==> src/rtl/multicycle_control.sv <==
// Multicycle control FSM for the RV32 subset datapath: fetch/decode/execute/memory/writeback sequencing.
// Optional PERF_CNT_EN macro adds cycle and retired-instruction counters.
module multicycle_control #(
  parameter int CNT_WIDTH = 32
) (
  input  logic       clock,
  input  logic       reset,
  input  logic [6:0] opcode,
  input  logic [2:0] funct3,
  input  logic       zero,
  input  logic       memReady,
  output logic       pcWrite,
  output logic       pcSrc,
  output logic       irWrite,
  output logic       memRead,
  output logic       memWrite,
  output logic       memToReg,
  output logic       regWrite,
  output logic       aluSrcA,
  output logic [1:0] aluSrcB,
  output logic [1:0] aluOp,
  output logic       instrDone,
  output logic       trap,
  output logic [3:0] state
`ifdef PERF_CNT_EN
  ,
  output logic [CNT_WIDTH-1:0] cycleCount,
  output logic [CNT_WIDTH-1:0] retiredCount
`endif
);

  // state    | meaning
  // RST      | post-reset idle, one cycle
  // FETCH    | read instruction, wait for memReady
  // DECODE   | branch target into ALUOut, dispatch on opcode
  // EXEC_R   | R-type ALU operation
  // EXEC_I   | I-type ALU operation
  // MEM_ADDR | load/store address computation
  // MEM_RD   | load access, wait for memReady
  // MEM_WR   | store access, wait for memReady
  // WB_ALU   | write ALUOut to rd
  // WB_MEM   | write MDR to rd
  // BRANCH   | compare and conditionally redirect PC
  // TRAP     | illegal instruction, held until reset
  typedef enum logic [3:0] {
    RST      = 4'd0,
    FETCH    = 4'd1,
    DECODE   = 4'd2,
    EXEC_R   = 4'd3,
    EXEC_I   = 4'd4,
    MEM_ADDR = 4'd5,
    MEM_RD   = 4'd6,
    MEM_WR   = 4'd7,
    WB_ALU   = 4'd8,
    WB_MEM   = 4'd9,
    BRANCH   = 4'd10,
    TRAP     = 4'd11
  } state_t;

  state_t state_q, state_d;

  if (CNT_WIDTH < 1) begin : g_cnt_width_check
    $error("CNT_WIDTH must be at least 1");
  end

  always_ff @(posedge clock) begin
    if (reset) state_q <= RST;
    else       state_q <= state_d;
  end

  assign state = state_q;

  always_comb begin
    state_d   = state_q;
    pcWrite   = 1'b0;
    pcSrc     = 1'b0;
    irWrite   = 1'b0;
    memRead   = 1'b0;
    memWrite  = 1'b0;
    memToReg  = 1'b0;
    regWrite  = 1'b0;
    aluSrcA   = 1'b0;
    aluSrcB   = 2'b00;
    aluOp     = 2'b00;
    instrDone = 1'b0;
    trap      = 1'b0;
    case (state_q)
      RST: state_d = FETCH;
      FETCH: begin
        memRead = 1'b1;
        aluSrcB = 2'b01;
        if (memReady) begin
          irWrite = 1'b1;
          pcWrite = 1'b1;
          state_d = DECODE;
        end
      end
      DECODE: begin
        aluSrcB = 2'b10;
        case (opcode)
          7'b0110011:             state_d = EXEC_R;
          7'b0010011:             state_d = EXEC_I;
          7'b0000011, 7'b0100011: state_d = MEM_ADDR;
          7'b1100011:             state_d = BRANCH;
          default:                state_d = TRAP;
        endcase
      end
      EXEC_R: begin
        aluSrcA = 1'b1;
        aluOp   = 2'b10;
        state_d = WB_ALU;
      end
      EXEC_I: begin
        aluSrcA = 1'b1;
        aluSrcB = 2'b10;
        aluOp   = 2'b11;
        state_d = WB_ALU;
      end
      MEM_ADDR: begin
        aluSrcA = 1'b1;
        aluSrcB = 2'b10;
        state_d = (opcode == 7'b0000011) ? MEM_RD : MEM_WR;
      end
      MEM_RD: begin
        memRead = 1'b1;
        if (memReady) state_d = WB_MEM;
      end
      MEM_WR: begin
        memWrite = 1'b1;
        if (memReady) begin
          instrDone = 1'b1;
          state_d   = FETCH;
        end
      end
      WB_ALU: begin
        regWrite  = 1'b1;
        instrDone = 1'b1;
        state_d   = FETCH;
      end
      WB_MEM: begin
        regWrite  = 1'b1;
        memToReg  = 1'b1;
        instrDone = 1'b1;
        state_d   = FETCH;
      end
      BRANCH: begin
        aluSrcA = 1'b1;
        aluOp   = 2'b01;
        pcSrc   = 1'b1;
        // Only beq/bne are legal; other funct3 encodings retire nothing and trap.
        case (funct3)
          3'b000: begin
            pcWrite   = zero;
            instrDone = 1'b1;
            state_d   = FETCH;
          end
          3'b001: begin
            pcWrite   = ~zero;
            instrDone = 1'b1;
            state_d   = FETCH;
          end
          default: state_d = TRAP;
        endcase
      end
      TRAP:    trap = 1'b1;
      default: state_d = RST;
    endcase
  end

`ifdef PERF_CNT_EN
  always_ff @(posedge clock) begin
    if (reset) begin
      cycleCount   <= '0;
      retiredCount <= '0;
    end else begin
      if (state_q != RST && state_q != TRAP) cycleCount <= cycleCount + 1'b1;
      if (instrDone) retiredCount <= retiredCount + 1'b1;
    end
  end
`endif

endmodule
==> config.mk <==
export PLATFORM = sky130hd
export DESIGN_NAME = multicycle_control
export DESIGN_NICKNAME = d
export VERILOG_FILES = /design/src/rtl/multicycle_control.sv
export SDC_FILE = /design/constraint.sdc
export NUM_CORES = 1
export LEC_CHECK = 0
export ABC_AREA = 1
export CAP_MARGIN = 0
export CORE_MARGIN = 3
export CORE_UTILIZATION = 35
export DETAILED_ROUTE_END_ITERATION = 8
export GPL_ROUTABILITY_DRIVEN = 0
export GPL_TIMING_DRIVEN = 1
export PLACE_DENSITY = 0.86
export RECOVER_POWER = 100
export SLEW_MARGIN = 10
export SYNTH_ARGS = -nofsm -noshare
export SYNTH_HDL_FRONTEND = slang
export SYNTH_SLANG_ARGS = --single-unit
==> constraint.sdc <==
create_clock -name clock -period 1.53 [get_ports clock]
set_clock_uncertainty 0.05 [all_clocks]
set_input_delay 0.306 -clock clock [delete_from_list [all_inputs] [get_ports clock]]
set_output_delay 0.306 -clock clock [all_outputs]
set_load 0.02 [all_outputs]
==> metrics.md, run 1 <==
| Metric | Value |
|---|---|
| Most frequent cell after synthesis | `nand2_1` |
| Halt Stage | `global routing` |
| Avg Cell Area, Syn | `5.338 sq um` |
| Post-Syn Area | `501.7 sq um` |
| Top-area cell type share of the netlist area | `19.45%` |
| DIE HEIGHT | `43.86 microns` |
| # IOs | `32` |
| Max Buffers Root-to-Sink | `2` |
| TritonCTS Buffers | `3` |
| Gate Count Post-Synth | `94` |
| Sequential share of the synthesized area | `15.96%` |
| Tool error | `[ERROR DPL-0033] detailed placement checks failed during check placement.` |
| Synth Flop Type | `dfxtp_1` |
| Yosys cell types | `21` |
| Core Rows | `13` |
| Post-DP HPWL | `1.846 mm` |
| IO buf count | `31` |
| CTS HTree Levels | `1` |
| CTS sink cnt | `4` |
| Synthesized Nets | `108` |
| Largest net degree at the start of global routing | `6` |
| Number of synthesized flops with an enable pin | `0` |
| Clk root buf | `clkbuf_4` |
| Worst EP kind | `output port` |
| Status | `stopped before the end` |
| FFs w/ async S/R, synth | `0%` |
| Dpl cells | `169` |
| Synth top cells by count | `nand2_1, inv_1, nor2_1` |
| Leading cell types by total area after synthesis | `nand2_1, dfxtp_1, inv_1` |
| Last worst endpoint in the global-route repair_timing | `aluSrcA` |
| Antenna violations before repair | `0` |
| Die X | `43.86 microns` |
| Syn. warnings | `0` |
| Hold_buf cts | `0` |
| FF+latch count, synth | `4` |
| Yosys top cell by area | `nand2_1` |
| Starting Density | `38.08%` |
## cell families after synthesis
kind of cell	share of synthesized area (%)
simple gates	52.12
buf+inv	14.71
xor+xnor	1.746
flops	15.96
compound gates	15.46
## per-stage QoR
step           cell area [sq um]  hold WS [ns]  utilization (%)  setup slack, ns
2_1_floorplan              518.0        0.3111                -          0.02703
3_3_place_gp                1065        0.5779            80.82          -0.5505
3_5_place_dp                1065        0.5868            80.82          -0.5717
4_1_cts                     1124        0.6049            85.28          -0.1631
## repair_timing
action | CTS
buffers inserted | 2
pin swaps | 4
endpoints found under the setup margin | 18
resized for setup | 95
==> run 2, diff against run 1 <==
Settings changed: CORE_AREA set to 3 3 64 66, CORE_MARGIN 3 to not set, CORE_UTILIZATION 35 to not set, DIE_AREA set to 0 0 67 69, PLACE_DENSITY 0.86 to not set, PLACE_DENSITY_LB_ADDON set to 0.15.
==> run 2 against run 1 <==
Synthesized cell count unchanged. The flow now finishes, with violations (setup timing). Synthesized area unchanged.
==> metrics.md, run 2 <==
| Metric | Value |
|---|---|
| Rel. slew slack | `84.45%` |
| Critical Path AT | `1.36 ns` |
| FILL cells | `388` |
| Core Area | `3633 sq um` |
| Lkg Pwr | `0.7122 nW` |
| Worst hold path depth | `3` |
| Yosys top cell by area | `nand2_1` |
| Setup_tns | `-0.4155 ns` |
| Synth-to-Final Area Change | `185.3%` |
| P per Cell Area | `1513 nW/um^2` |
| Max incr delay on CP | `0.36 ns` |
| DR vias/cell | `3.898` |
| Post-DP HPWL | `1.761 mm` |
| Peak supply drop | `503.0 uV` |
| Finished Layout Cells | `216` |
| Starting Density | `13.81%` |
| CTS HTree Levels | `1` |
| CP max-delay cell | `or3_4` |
| Overflow after GRT | `0` |
| Drt drc | `0` |
| Wire per inst | `10.30 microns` |
| Die area | `4623 sq um` |
| Max Cap Violations | `0` |
| # IOs | `32` |
| Drt first pass iters | `4` |
| Crit-path max FO | `4` |
| Switching Fraction | `45.04%` |
| CP required | `1.17 ns` |
| Max Buffers Root-to-Sink | `2` |
| DIE HEIGHT | `69 microns` |
| Syn. warnings | `0` |
| Layout cells sized above 1 | `61.31%` |
| CTS sink cnt | `4` |
| DRT antenna net count | `0` |
| Crit path cell chain | `inv_4 > nor2_4 > nand2_4 > o21ai_2 > or3_4 > buf_6` |
| Gate Count Post-Synth | `94` |
| Max reg flops | `4` |
| Commonest cells after routing, fill and taps aside | `buf_4, nand2_1, buf_6` |
| R2R cell count | `11` |
| Critical Path Start Type | `register` |
| Status | `complete, but fails checks` |
| R2R Path Start | `state[2]` |
| Synthesized Nets | `108` |
| R2R Path End | `state[0]` |
| Final instance area | `1431 sq um` |
| Final hold violations | `0` |
| First-pass GRT wire length | `3.491 mm` |
| CTS clk-pin slew, worst paths | `0.03 ns` |
| Worst slack, placed | `-0.6144 ns` |
| Area of the multi-input gates | `503.0 sq um` |
| Worst hold path type | `register to register` |
| Vias in the first global route | `829` |
| Crit path setup slack, layout | `-0.1825 ns` |
| Die X | `67 microns` |
| WL final | `2.225 mm` |
| Core Rows | `22` |
| Post-Syn Area | `501.7 sq um` |
| Number of synthesized flops with an enable pin | `0` |
| Tot Pwr | `2.165 mW` |
| Via count | `842` |
| Most frequent cell after synthesis | `nand2_1` |
| Synth top cells by count | `nand2_1, inv_1, nor2_1` |
| Largest net degree at the start of global routing | `6` |
| Worst slew pin tran | `0.2332 ns` |
| Fin nets | `184` |
| Yosys cell types | `21` |
| Int Pwr | `1.190 mW` |
| Clock Latency Late Sink | `0.21 ns` |
| Final Cycle Share | `111.9%` |
| Clk root buf | `clkbuf_8` |
| Final worst path period need | `1.712 ns` |
| Seq pwr share | `10.6%` |
| Util after Layout | `39.39%` |
| FFs w/ async S/R, synth | `0%` |
| Hold endpoint | `state[1]` |
| IO buf count | `31` |
| TritonCTS Buffers | `3` |
| Post-Place Cell Area | `1156 sq um` |
| Iter 0 DRT Violations | `15` |
| Psw | `0.9754 mW` |
| Antenna violations before repair | `0` |
| Comb pwr share | `79.3%` |
| Commonest non-fill, non-tap cell in the layout | `buf_4` |
| Leading cell types by total area after synthesis | `nand2_1, dfxtp_1, inv_1` |
| CTS tree | `yes` |
| Dpl cells | `207` |
| Failing checks | `setup timing` |
| Global Route Usage Sum | `9.564%` |
| Final Setup Violations | `5` |
| Max-slew violations | `0` |
| RSZ-0062 raised after global routing | `yes` |
| Synth Flop Type | `dfxtp_1` |
| Achievable frequency | `0.5840 GHz` |
| Hold_buf cts | `0` |
| Clk network pwr share | `10.1%` |
| Top-area cell type share of the netlist area | `19.45%` |
| FF+latch count, synth | `4` |
| Avg Cell Area, Syn | `5.338 sq um` |
| HP Start | `state[1]` |
| Diode count | `0` |
| Reg2Reg Setup Slack | `0.02 ns` |
| Fin Hold WS | `0.6120 ns` |
| CP endpoint kind | `primary output` |
| Sequential share of the synthesized area | `15.96%` |
| FF+latch area | `91.34 sq um` |
| Crit path kind | `register to primary output` |
[run 2: cell counts after synthesis]
No cell type changed its count.
[run 2: how the worst max path moves through the flow]
stage,from,endpoint,cells after the start
CTS,state[0],aluOp[1],5
global placement,funct3[2],pcWrite,5
floorplan,state[1],pcWrite,6
detailed placement,funct3[2],pcWrite,5
global route,state[3],pcWrite,7
finish,state[1],aluSrcA,6
[run 2: power by group through the flow]
stage	Sequential, mW	Combinational [mW]	Clock [mW]
5_1_grt	0.240	1.85	0.240
3_3_place_gp	0.198	1.36	0
3_5_place_dp	0.199	1.36	0
6_report	0.230	1.72	0.218
2_1_floorplan	0.247	0.575	0
4_1_cts	0.200	1.43	0.228
[run 2: metal layers]
metal  vias to the layer above  share of wire (%)  track usage (%)
li1                        441                  -                -
met1                       381                 39            10.69
met5                         -                  0                0
met2                        20                 55            17.36
met4                         0                  0            3.378
met3                         0                5.8            1.792
[run 2: area by class of cell]
cell class	instances	area share, %
Timing Repair Buffer	71	45.02
Multi-Input combinational cell	71	35.14
Sequential cell	4	6.381
Inverter	19	6.381
Tap cell	48	4.196
Clock buffer	3	2.885
[run 2: kinds of logic (layout without fill, tap and decap cells)]
group,count (synthesis),count (layout),synth area share (%)
flip-flops,4,4,15.96
AO/OA/AOI/OAI,13,13,15.46
AND/OR/NAND/NOR,57,57,52.12
buffers and inverters,19,93,14.71
XOR/XNOR,1,1,1.746
[run 2: repair_timing]
action                     in CTS  in global routing
cloned                          0                  0
buffers inserted                2                  5
setup endpoints to repair      20                 16
gates resized for setup        95                 50
pin swaps                       4                 11
[run 2: worst max-delay path, delay by kind of cell (launching register included)]
family	cells	cell delay (ns)
buffers and inverters	2	0.22
DFF	1	0.35
and+or+nand+nor	3	0.49
AOI/OAI and AO/OA	1	0.07
Note: power is estimated with default switching activity, not from simulation.
